<file path="src/rtl/alu_pkg.sv">
// Shared ALU opcode and forwarding-select definitions for the execute slice.
package alu_pkg;

    typedef enum logic [3:0] {
        ALU_AND      = 4'd0,
        ALU_OR       = 4'd1,
        ALU_NOR      = 4'd2,
        ALU_ADD      = 4'd3,
        ALU_SUB      = 4'd4,
        ALU_INC      = 4'd5,
        ALU_MULTPLUS = 4'd6,
        ALU_MOV      = 4'd7
    } alu_op_e;

    // Opcode driven while the execute stage holds a bubble.
    localparam logic [3:0] ALU_BUBBLE = 4'b0000;

    typedef enum logic [1:0] {
        FWD_RF,
        FWD_MEM,
        FWD_WB
    } fwd_sel_e;

endpackage

</file>
<file path="src/rtl/execute_issue_stage_forward_unit.sv">
// Operand forwarding for one source register: MEM result beats WB result,
// which beats the registered register-file value. r0 is never forwarded.
module forward_unit
    import alu_pkg::*;
#(
    parameter int DATA_W = 32,
    parameter int REG_W  = 5
) (
    input  logic [REG_W-1:0]  src_reg,
    input  logic              mem_reg_write,
    input  logic [REG_W-1:0]  mem_dest,
    input  logic [DATA_W-1:0] mem_result,
    input  logic              wb_reg_write,
    input  logic [REG_W-1:0]  wb_dest,
    input  logic [DATA_W-1:0] wb_result,
    input  logic [DATA_W-1:0] rf_value,
    output logic [DATA_W-1:0] value
);

    fwd_sel_e sel;

    // Pick the youngest producer of src_reg.
    always_comb begin
        sel = FWD_RF;
        if (src_reg != '0) begin
            if (mem_reg_write && (mem_dest == src_reg)) begin
                sel = FWD_MEM;
            end else if (wb_reg_write && (wb_dest == src_reg)) begin
                sel = FWD_WB;
            end
        end
    end

    // Operand mux driven by the selection above.
    always_comb begin
        value = rf_value;
        case (sel)
            FWD_MEM: value = mem_result;
            FWD_WB:  value = wb_result;
            default: value = rf_value;
        endcase
    end

endmodule

</file>
<file path="src/rtl/execute_issue_stage.sv">
// Decode-to-execute pipeline register with load-use hazard detection,
// bubble insertion and operand forwarding.
// Build option: define EXEC_FORWARDING_EN to enable the MEM/WB forwarding
// paths; without it operands come straight from the pipeline register and
// any pending write to a source register stalls decode.
module execute_issue_stage
    import alu_pkg::*;
#(
    parameter int DATA_W = 32,
    parameter int REG_W  = 5
) (
    input  logic              clk,
    input  logic              reset,
    input  logic              id_valid,
    input  logic [3:0]        id_aluop,
    input  logic [REG_W-1:0]  id_rs,
    input  logic [REG_W-1:0]  id_rt,
    input  logic [REG_W-1:0]  id_dest,
    input  logic              id_reg_write,
    input  logic              id_mem_read,
    input  logic              id_alu_src,
    input  logic [DATA_W-1:0] id_read_data1,
    input  logic [DATA_W-1:0] id_read_data2,
    input  logic [DATA_W-1:0] id_imm,
    input  logic              flush,
    input  logic              mem_reg_write,
    input  logic              wb_reg_write,
    input  logic [REG_W-1:0]  mem_dest,
    input  logic [REG_W-1:0]  wb_dest,
    input  logic [DATA_W-1:0] mem_result,
    input  logic [DATA_W-1:0] wb_result,
    output logic              stall,
    output logic              ex_valid,
    output logic              ex_reg_write,
    output logic              ex_mem_read,
    output logic [3:0]        ex_aluop,
    output logic [REG_W-1:0]  ex_dest,
    output logic [DATA_W-1:0] ex_a,
    output logic [DATA_W-1:0] ex_b,
    output logic [DATA_W-1:0] ex_store_data,
    output logic [15:0]       stall_count
);

    typedef struct packed {
        logic              valid;
        logic              reg_write;
        logic              mem_read;
        logic              alu_src;
        logic [3:0]        aluop;
        logic [REG_W-1:0]  dest;
        logic [REG_W-1:0]  rs;
        logic [REG_W-1:0]  rt;
        logic [DATA_W-1:0] rd1;
        logic [DATA_W-1:0] rd2;
        logic [DATA_W-1:0] imm;
    } ex_reg_t;

    ex_reg_t           ex_q, ex_d;
    logic [15:0]       stall_count_q, stall_count_d;
    logic              hazard;
    logic [DATA_W-1:0] fwd_rs, fwd_rt;

    function automatic logic id_reads(input logic [REG_W-1:0] r);
        return id_valid && (r != '0) && ((r == id_rs) || (r == id_rt));
    endfunction

    // Hazard detection against instructions still ahead in the pipe.
    always_comb begin
        hazard = ex_q.valid && ex_q.mem_read && id_reads(ex_q.dest);
`ifndef EXEC_FORWARDING_EN
        hazard = hazard
              || (ex_q.reg_write && id_reads(ex_q.dest))
              || (mem_reg_write  && id_reads(mem_dest))
              || (wb_reg_write   && id_reads(wb_dest));
`endif
    end

    // Reset masks stall so a stalled instruction is simply dropped.
    assign stall = hazard && !flush && !reset;

    // Next pipeline contents: bubble on flush/stall, else capture decode.
    always_comb begin
        ex_d       = '0;
        ex_d.aluop = ALU_BUBBLE;
        if (!flush && !stall) begin
            ex_d.valid     = id_valid;
            ex_d.reg_write = id_reg_write;
            ex_d.mem_read  = id_mem_read;
            ex_d.alu_src   = id_alu_src;
            ex_d.aluop     = id_aluop;
            ex_d.dest      = id_dest;
            ex_d.rs        = id_rs;
            ex_d.rt        = id_rt;
            ex_d.rd1       = id_read_data1;
            ex_d.rd2       = id_read_data2;
            ex_d.imm       = id_imm;
        end
    end

    // Saturating stall-cycle counter.
    always_comb begin
        stall_count_d = stall_count_q;
        if (stall && (stall_count_q != 16'hFFFF)) begin
            stall_count_d = stall_count_q + 16'd1;
        end
    end

    // State registers with synchronous reset.
    always_ff @(posedge clk) begin
        if (reset) begin
            ex_q          <= '0;
            stall_count_q <= '0;
        end else begin
            ex_q          <= ex_d;
            stall_count_q <= stall_count_d;
        end
    end

`ifdef EXEC_FORWARDING_EN
    forward_unit #(.DATA_W(DATA_W), .REG_W(REG_W)) u_fwd_rs (
        .src_reg       (ex_q.rs),
        .mem_reg_write (mem_reg_write),
        .mem_dest      (mem_dest),
        .mem_result    (mem_result),
        .wb_reg_write  (wb_reg_write),
        .wb_dest       (wb_dest),
        .wb_result     (wb_result),
        .rf_value      (ex_q.rd1),
        .value         (fwd_rs)
    );

    forward_unit #(.DATA_W(DATA_W), .REG_W(REG_W)) u_fwd_rt (
        .src_reg       (ex_q.rt),
        .mem_reg_write (mem_reg_write),
        .mem_dest      (mem_dest),
        .mem_result    (mem_result),
        .wb_reg_write  (wb_reg_write),
        .wb_dest       (wb_dest),
        .wb_result     (wb_result),
        .rf_value      (ex_q.rd2),
        .value         (fwd_rt)
    );
`else
    assign fwd_rs = ex_q.rd1;
    assign fwd_rt = ex_q.rd2;

    // Results and source indices only feed the forwarding muxes.
    logic unused_fwd_inputs;
    assign unused_fwd_inputs = ^{mem_result, wb_result, ex_q.rs, ex_q.rt};
`endif

    assign ex_valid      = ex_q.valid;
    assign ex_reg_write  = ex_q.reg_write;
    assign ex_mem_read   = ex_q.mem_read;
    assign ex_aluop      = ex_q.aluop;
    assign ex_dest       = ex_q.dest;
    assign ex_a          = fwd_rs;
    assign ex_store_data = fwd_rt;
    assign ex_b          = ex_q.alu_src ? ex_q.imm : fwd_rt;
    assign stall_count   = stall_count_q;

endmodule

</file>
<file path="config.mk">
export PLATFORM = sky130hd
export DESIGN_NAME = execute_issue_stage
export DESIGN_NICKNAME = d
export VERILOG_FILES = /design/src/rtl/alu_pkg.sv /design/src/rtl/execute_issue_stage_forward_unit.sv /design/src/rtl/execute_issue_stage.sv
export SDC_FILE = /design/constraint.sdc
export NUM_CORES = 1
export LEC_CHECK = 0
export CORE_AREA = 2 2 125 127
export DETAILED_ROUTE_END_ITERATION = 8
export DIE_AREA = 0 0 127 129
export PLACE_DENSITY = 0.76
export SLEW_MARGIN = 20
export SYNTH_ARGS = -nofsm -noshare
export SYNTH_HDL_FRONTEND = slang
export SYNTH_SLANG_ARGS = --single-unit
</file>
<file path="constraint.sdc">
create_clock -name clk -period 2.8 [get_ports clk]
set_input_delay 0.7 -clock clk [delete_from_list [all_inputs] [get_ports clk]]
set_output_delay 0.7 -clock clk [all_outputs]
set_load 0.05 [all_outputs]
</file>
=== After elaboration in Yosys (flattened, before gate mapping) ===
Index checks and enable logic that the tools add are counted.

* Add/subtract/negate cells: 1
* Eq/ne operators: 7
* Muxes and demuxes: 1
* Bitwise logic cells: 1
* Reduce and logical (&&, ||, !) cells: 28

{| class="wikitable"
|+ Operators with widths
! kind !! number
|-
| two-way mux 32 bit || 1
|-
| equality test 5 bit || 6
|-
| adder 16 x 1 -> 16 bit, second input constant || 1
|-
| != test 16 bit, second input constant || 1
|-
| logical AND 1 bit || 15
|-
| nonzero test 5 bit || 3
|-
| logical OR 1 bit || 6
|-
| zero test 1 bit || 3
|-
| OR reduction 2 bit || 1
|-
| NOT 1 bit || 1
|}

* Bits in registers: 125
* Bits of input ports: 198
* Output and inout bits: 125
* Logic and storage cells: 48

=== Longest topological paths before layout ===
Gate-level depths: netlist of the first run.

* Depth in word-level cells: 13
* Depth in mapped cells: 8
* Mapped depth without buffers: 7

=== Worst setup path before layout of the first run ===
Ideal clock, no wire load.

* Path kind: input-to-output
* From: input id_rt[2]
* To: output stall
* Arrival: 2.133 ns
* Required time: 2.100 ns
* Slack: -0.033 ns
* Cell stages on the path: 7
* Path buffers: 1
* Cells stage by stage: xor2_1 -> nor3_2 -> nand3_2 -> a211oi_4 -> o21ai_4 -> buf_6 -> inv_1

* Word-level cells in the longest chain between the ends: 9
* Elaborated cells on any way between the ends: 18
* Classes of those cells: 3 x eq/ne; 15 x reduce/logical

{| class="wikitable"
|+ Ends and longest elaborated chain
! item !! RTL line !! source
|-
| from (decl) || execute_issue_stage.sv:17 || <nowiki>input logic [REG_W-1:0] id_rt,</nowiki>
|-
| equality test 5 bit || execute_issue_stage.sv:64 || <nowiki>return id_valid && (r != '0) && ((r == id_rs) || (r == id_rt));</nowiki>
|-
| logical OR 1 bit || execute_issue_stage.sv:64 ||
|-
| logical AND 1 bit || execute_issue_stage.sv:64 ||
|-
| logical AND 1 bit, on equally long branches || execute_issue_stage.sv:69, execute_issue_stage.sv:72 ||
|-
| logical OR 1 bit || execute_issue_stage.sv:72 || <nowiki>|| (ex_q.reg_write && id_reads(ex_q.dest))</nowiki>
|-
| logical OR 1 bit || execute_issue_stage.sv:73 || <nowiki>|| (mem_reg_write && id_reads(mem_dest))</nowiki>
|-
| logical OR 1 bit * || execute_issue_stage.sv:74 || <nowiki>|| (wb_reg_write && id_reads(wb_dest));</nowiki>
|-
| logical AND 1 bit * (2 in series) || execute_issue_stage.sv:79 || <nowiki>assign stall = hazard && !flush && !reset;</nowiki>
|-
| to (decl) || execute_issue_stage.sv:32 || <nowiki>output logic stall,</nowiki>
|}

Mark *: on every way between the ends. The rest lies on a longest branch, timed or not.

=== Worst setup path after layout of the first run ===
* From: input wb_dest[1]
* To: output stall

* Word-level cells in the longest chain between the ends: 7
* Elaborated cells on any way between the ends: 10
* Classes of those cells: 2 x eq/ne; 8 x reduce/logical

{| class="wikitable"
|+ Ends and longest elaborated chain
! item !! RTL line !! source
|-
| from (decl) || execute_issue_stage.sv:29 || <nowiki>input logic [REG_W-1:0] wb_dest,</nowiki>
|-
| equality test 5 bit or nonzero test 5 bit (tied branches) || execute_issue_stage.sv:64 ||
|-
| logical OR 1 bit or logical AND 1 bit (tied branches) || execute_issue_stage.sv:64 ||
|-
| logical AND 1 bit * || execute_issue_stage.sv:64 ||
|-
| logical AND 1 bit * || execute_issue_stage.sv:74 ||
|-
| logical OR 1 bit * || execute_issue_stage.sv:74 ||
|-
| logical AND 1 bit * (2 in series) || execute_issue_stage.sv:79 ||
|}

Marks and branches as above.

==> impl_results.md, run 1 <==
- Status: finished clean
- Routed Antenna Nets: 0
- Layout cells sized above 1: 0.215
- Vias in the first global route: 4434
- Worst Hold Class: reg -> reg
- Post-synthesis mux area share: 0.0827
- Fin. Hold Viols: 0
- Site Rows: 45
- CTS H-tree lvls: 4
- CTS hold repair buffers: 0
- Port Buf Inserts: 258
- Yosys warnings: 0
- PwrDens: 593 nW/um2
- Fin. max-slew vios: 0
- Delay-heaviest family, CP: simple AND/OR/NAND/NOR gates
- CP peak stage delay: 0.55 ns
- CORE AREA: 15000 um2
- Worst-margin pin slew: 0.596 ns
- CTS root buffer: clkbuf_16
- Met1 global-route usage: 0.178
- Simple-gate portion of the synthesized area: 0.202
- EDFF count, synth: 0
- Syn Inst Count: 503
- Io pins: 323
- Layout Skew: 0.00502 ns
- DR vias: 4241
- GRT Total Usage: 0.175
- CP Launch Type: input port
- Initial antenna violation count: 0
- Chip width: 127 um
- DRC errors left: 0
- Die Ht: 129 um
- Worst path bufs/invs: 3
- Worst VDD drop: 0.000459 V
- Crit Path Class: in -> out
- First-pass GRT wire length: 22200 um
- Area delta synth->final: 64.3%
- Main combinational cell family by area after synthesis: simple AND/OR/NAND/NOR gates
- Top cells by instance count after synthesis: dfxtp_1, and3_1, buf_4, mux2_2, xor2_1
- Met3 GRT Util: 0.0744
- Fillcell total: 1283
- Slowest-stage cell, CP: or4_4
- FF+latch count, synth: 125
- Arrival time worst endpoint: 2.07 ns
- Hold_ws: 0.493 ns
- Avg WL per Cell: 15.9 um
- Period Utilization, post-route: 0.988
- CP Cell Sequence: dlygate4sd2_1 > or4_4 > nor2_4 > a211oi_4 > o21ai_4 > inv_2 > buf_12
- Via-to-Cell Ratio: 4.71
- Fmax: 362 MHz
- RD Place Congestion: 0.770
- Pre-antenna DRT Iters: 4
- Worst Setup End Kind: output pin
- Later-pin clock latency in the skew report: 0.41 ns
- DRT iter0 DRCs: 209
- Setup WS post-layout: 0.0344 ns
- Post-synth top area cell: dfxtp_1
- CTS tree: yes
- Leak: 3.68 nW
- XOR/XNOR Fraction of Synth Area: 0.0543
- Post-synthesis cell type count: 40
- Synth Cell Area: 5160 um2
- Most frequent cell after synthesis: dfxtp_1
- Post-synth top area share: 0.485
- Busiest grt layer: met2
- Register area share after synthesis: 0.485
- Ys async rst share: 0
- Ant. Diodes: 0
- Hpwl dp: 10500 um
- Mapped Nets: 702
- Min cycle time layout: 2.77 ns
- Starting Density: 0.344
- Final setup viols: 0
- Largest net degree at the start of global routing: 112
- Largest fanout on the critical path: 2
- Compound-cell area share of the yosys netlist: 0.0412
- Slew HR: 0.602
- Clock Sinks: 125
- Average cell area after synthesis: 10.3 um2
- Drt total wl: 14300 um
- Ranking of synthesized cells by area: dfxtp_1, and3_1, buf_4
- Adder-cell share of the synthesized area: 0.00243
- Primary FF master, synth: dfxtp_1
- Max Cap Viol: 0
- Cts bufs inserted: 17
- Met2 usage: 0.315
- Max clock buf depth: 2
- DIE AREA: 16400 um2
- GRT overflow: 0
- Post-Place Setup Slack: -0.390 ns
- Worst EP required: 2.10 ns
- Reg clk slew, reported paths: 0.05 ns
- Fin nets: 899
## where the power goes
| part | total, mW | internal (mW) | switching, mW |
|---|---|---|---|
| combinational | 0.866 | 0.423 | 0.444 |
| sequential | 1.88 | 1.85 | 0.0270 |
| clock | 2.29 | 1.44 | 0.847 |
## kinds of logic (layout without fill, tap and decap cells)
kind of cell	count (synthesis)	in the layout
AND/OR/NAND/NOR	173	173
flip-flops	125	125
buffers and inverters	106	316
multiplexers	38	38
XOR/XNOR	32	32
AO/OA/AOI/OAI	28	28
adder cells (fa/ha/maj)	1	1
## metrics by stage
stage	instances	cell area, um2	power (mW)	TNS [ns]	utilization
global placement	868	7840	2.77	-11.77	0.523
detailed placement	868	7840	2.78	-21.03	0.523
floorplan	503	5160	2.38	-0.0328	-
global route	901	8480	5.20	-0.0000591	0.566
CTS	900	8480	5.09	0	0.566
finish	901	8480	5.03	0	0.566
## per-layer routing
layer,vias up,part of all wire
met5,-,0
met4,0,0.020
met3,22,0.087
met2,169,0.52
met1,1988,0.37
li1,2062,-
## worst min-delay path: cells and delay by family (launching register included)
family	cells	cell delay (ns)
AO/OA/AOI/OAI	2	0.12
flip-flops	1	0.33
## repair_timing
action                                 in CTS  in global routing
gates resized for setup                    50                 12
setup buffers                               0                  1
endpoints found under the hold margin       0                  0
pin swaps                                  12                 11
setup endpoints to repair                   1                  1
## flip-flops by register name, indices dropped and copies added (netlist names)
name,cells
ex_a,32
ex_reg_write,1
ex_mem_read,1
ex_aluop,4
ex_valid,1
ex_q,33
ex_dest,5
ex_store_data,32
stall_count,16
## worst paths after layout
path | from | to | slack, ns | cells past startpoint
worst max-delay path | wb_dest[1] | stall | 0.03 | 7
worst min-delay path | stall_count[4]$_SDFFE_PP0P_ | stall_count[4]$_SDFFE_PP0P_ | 0.49 | 2
worst max register to register | ex_dest[0]$_SDFF_PP0_ | stall_count[10]$_SDFFE_PP0P_ | 0.48 | 9
worst min register to register | stall_count[4]$_SDFFE_PP0P_ | stall_count[4]$_SDFFE_PP0P_ | 0.49 | 2
## placed cells by master (no fill, tap or decap), types with 3 or more instances in the layout
master	instances
clkdlybuf4s50_1	205
dfxtp_1	124
and3_1	111
mux2_2	36
buf_12	35
xor2_1	27
buf_4	22
clkbuf_16	17
nor2_1	14
nand3_1	8
a21oi_1	8
dlygate4sd2_1	7
o31ai_1	6
or4_1	6
nor3_1	5
o211ai_1	5
inv_6	5
buf_2	5
nand2_1	4
nor2b_1	4
xnor2_1	3
nor3_2	3
or4_4	3
nor2_4	3
nand4_1	3
bufinv_16	3
clkinvlp_4	3
clkinv_4	3
clkdlybuf4s15_1	3
## area by class of cell
class                      instances  area [um2]  share of cell area
sequential                       125        2500               0.295
inverter                           2        7.51            0.000886
multi-input combinational        272        2030               0.239
tap                              188         235              0.0278
clock buffer                      18         439              0.0518
clock inverter                    14         183              0.0216
timing repair buffer             282        3080               0.363
No activity file was read; power rests on OpenSTA's default activity.
==> run 2, diff against run 1 <==
--- a/config.mk
+++ b/config.mk
@@ -6,6 +6,7 @@
 export NUM_CORES = 1
 export LEC_CHECK = 0
 export CORE_AREA = 2 2 125 127
+export CTS_CLUSTER_SIZE = 28
 export DETAILED_ROUTE_END_ITERATION = 8
 export DIE_AREA = 0 0 127 129
 export PLACE_DENSITY = 0.76
==> results of run 2 <==
No change in the layout: final DEF, timing and power equal those of run 1.
==> run 3, diff against run 2 <==
--- a/config.mk
+++ b/config.mk
@@ -5,10 +5,12 @@
 export SDC_FILE = /design/constraint.sdc
 export NUM_CORES = 1
 export LEC_CHECK = 0
-export CORE_AREA = 2 2 125 127
+export ABC_CLOCK_PERIOD_IN_PS = 2800
+export CAP_MARGIN = 20
+export CORE_AREA = 3 3 126 128
 export CTS_CLUSTER_SIZE = 28
 export DETAILED_ROUTE_END_ITERATION = 8
-export DIE_AREA = 0 0 127 129
+export DIE_AREA = 0 0 129 131
 export PLACE_DENSITY = 0.76
 export SLEW_MARGIN = 20
 export SYNTH_ARGS = -nofsm -noshare
==> impl_results.md, run 3 (synthesis gave the netlist of run 1 again) <==
- Slew HR: 0.629 (was 0.602)
- Fmax: 362 MHz (about the same)
- Arrival time worst endpoint: 2.06 ns (was 2.07 ns)
- Fillcell total: 1275 (was 1283)
- Max FFs per register: 33 (unchanged)
- GRT overflow: 0 (unchanged)
- Final setup viols: 0 (unchanged)
- R2R cell count: 8 (was 9)
- Worst EP required: 2.10 ns (about the same)
- CP Cell Sequence: dlygate4sd2_1 > or4_4 > nor2_4 > a211oi_4 > o21ai_4 > inv_2 > buf_8 (was dlygate4sd2_1 > or4_4 > nor2_4 > a211oi_4 > o21ai_4 > inv_2 > buf_12)
- CP Launch Type: input port (unchanged)
- Later-pin clock latency in the skew report: 0.41 ns (about the same)
- R2r setup slk: 0.59 ns (was 0.48 ns)
- Post-layout util: 0.566 (about the same)
- Reg clk slew, reported paths: 0.05 ns (about the same)
- PwrDens: 589 nW/um2 (was 593 nW/um2)
- Worst VDD drop: 0.000388 V (was 0.000459 V)
- Status: finished clean (unchanged)
- Max clock buf depth: 2 (unchanged)
- Cts bufs inserted: 17 (unchanged)
- Post-Place Setup Slack: -0.389 ns (was -0.390 ns)
- Min-Delay Endpoint: stall_count[4]$_SDFFE_PP0P_ (unchanged)
- Delay-heaviest family, CP: simple AND/OR/NAND/NOR gates (unchanged)
- Die Ht: 131 um (was 129 um)
- Vias in the first global route: 4402 (was 4434)
- Hold_ws: 0.499 ns (was 0.493 ns)
- Area post-placement: 7820 um2 (was 7840 um2)
- Chip width: 129 um (was 127 um)
- Port Buf Inserts: 258 (unchanged)
- Worst R2R End: ex_q[8]$_SDFF_PP0_ (was stall_count[10]$_SDFFE_PP0P_)
- Layout Skew: 0.0115 ns (was 0.00502 ns)
- Io pins: 323 (unchanged)
- Starting Density: 0.344 (unchanged)
- Drt total wl: 14600 um (was 14300 um)
- Sw frac: 0.251 (was 0.262)
- Fin nets: 898 (was 899)
- Largest net degree at the start of global routing: 112 (unchanged)
- Fin. max-slew vios: 0 (unchanged)
- Internal: 3.74 mW (was 3.71 mW)
- Period Utilization, post-route: 0.986 (was 0.988)
- Biggest register: ex_q (unchanged)
- GRT Total Usage: 0.171 (was 0.175)
- Clock Sinks: 125 (unchanged)
- Non-filler cells, final: 899 (was 901)
- Commonest non-fill, non-tap cell in the layout: clkdlybuf4s50_1 (unchanged)
- CTS H-tree lvls: 4 (unchanged)
- Final Power: 4.99 mW (was 5.03 mW)
- CP peak stage delay: 0.50 ns (was 0.55 ns)
- DIE AREA: 16900 um2 (was 16400 um2)
- Ant. Diodes: 0 (unchanged)
- Crit Path Class: in -> out (unchanged)
- Via-to-Cell Ratio: 4.66 (was 4.71)
- Layout cells sized above 1: 0.215 (about the same)
- Site Rows: 45 (unchanged)
- Power share of the clock group: 0.450 (was 0.455)
- DRC errors left: 0 (unchanged)
- CTS hold repair buffers: 0 (unchanged)
- Initial antenna violation count: 0 (unchanged)
- Flop pwr share: 0.376 (was 0.373)
- Pre-antenna DRT Iters: 4 (unchanged)
- Largest fanout on the critical path: 3 (was 2)
- Hold Path Origin: stall_count[4]$_SDFFE_PP0P_ (unchanged)
- CTS tree: yes (unchanged)
- CORE AREA: 15000 um2 (unchanged)
- Worst Setup End Kind: output pin (unchanged)
- Worst R2R Start: ex_dest[1]$_SDFF_PP0_ (was ex_dest[0]$_SDFF_PP0_)
- CTS root buffer: clkbuf_16 (unchanged)
- Hpwl dp: 10700 um (was 10500 um)
- Switch Pwr: 1.25 mW (was 1.32 mW)
- Slowest-stage cell, CP: or4_4 (unchanged)
- Routed Antenna Nets: 0 (unchanged)
- DR vias: 4185 (was 4241)
- Combinational share of power: 0.174 (was 0.172)
- Hold depth: 2 (unchanged)
- Avg WL per Cell: 16.2 um (was 15.9 um)
- Worst path bufs/invs: 3 (unchanged)
- Post-route cell area: 8470 um2 (was 8480 um2)
- Setup TNS: 0 ns (unchanged)
- Setup WS post-layout: 0.0385 ns (was 0.0344 ns)
- Cells after DPL: 866 (was 868)
- Leak: 3.67 nW (was 3.68 nW)
- Max Cap Viol: 0 (unchanged)
- RD Place Congestion: 0.803 (was 0.770)
- Worst-margin pin slew: 0.554 ns (was 0.596 ns)
- Commonest cells after routing, fill and taps aside: clkdlybuf4s50_1, dfxtp_1, and3_1 (unchanged)
- Area delta synth->final: 64.3% (about the same)
- Min cycle time layout: 2.76 ns (was 2.77 ns)
- DRT iter0 DRCs: 161 (was 209)
- Worst Hold Class: reg -> reg (unchanged)
- Fin. Hold Viols: 0 (unchanged)
- First-pass GRT wire length: 22400 um (was 22200 um)
[run 3: cell types whose count changed in the layout (fill, tap and decap cells not counted), sizes merged]
| cell | delta |
|---|---|
| inv | -4 |
| buf | -3 |
| clkdlybuf4s15 | -1 |
| clkbuf | +7 |
| clkinv | -1 |
[run 3: cell type report]
cell class	instances	area, um2	area share
Timing Repair Buffer	281	3070	0.363
Clock inverter	9	135	0.0160
Tap cell	188	235	0.0278
Clock buffer	22	474	0.0560
Multi-Input combinational cell	272	2040	0.241
Sequential cell	125	2500	0.295
Inverter	2	7.51	0.000886
[run 3: worst max path at each step]
stage | from | to | slack [ns] | cells after the start
final | wb_dest[3] | stall | 0.04 | 7
after floorplan | id_rt[2] | stall | -0.03 | 7
after global routing | id_rs[4] | stall | -0.007 | 8
after detailed placement | id_rs[0] | stall_count[12]$_SDFFE_PP0P_ | -0.39 | 9
after CTS | mem_dest[3] | stall | -0.009 | 7
after global placement | id_rs[0] | stall_count[12]$_SDFFE_PP0P_ | -0.36 | 9
[run 3: power groups by stage]
stage               Sequential [mW]  Combinational [mW]  Clock (mW)
floorplan                      1.91               0.470           0
CTS                            1.88               0.867        2.30
detailed placement             1.91               0.866           0
global route                   1.88               0.910        2.37
finish                         1.88               0.867        2.25
global placement               1.91               0.859           0
[run 3: per-layer routing]
metal / track usage / vias to the layer above / part of all wire
li1: - / 2065 / -
met1: 0.176 / 1937 / 0.37
met2: 0.309 / 165 / 0.52
met3: 0.0707 / 18 / 0.085
met4: 0.0673 / 0 / 0.016
met5: 0 / - / 0
[run 3: repair_timing]
action | 4_1_cts | 5_1_grt
buffers inserted | 2 | 0
pin swaps | 12 | 7
gates resized for setup | 51 | 15
endpoints found under the setup margin | 1 | 1
[run 3: worst register-to-register path, cell delays in order, from the launching register on]
cell	delay, ns
dfxtp_1	0.34
or4_1	0.56
o211ai_1	0.21
o22ai_2	0.12
buf_4	0.15
buf_4	0.15
nor2_4	0.14
buf_12	0.24
and3_1	0.25
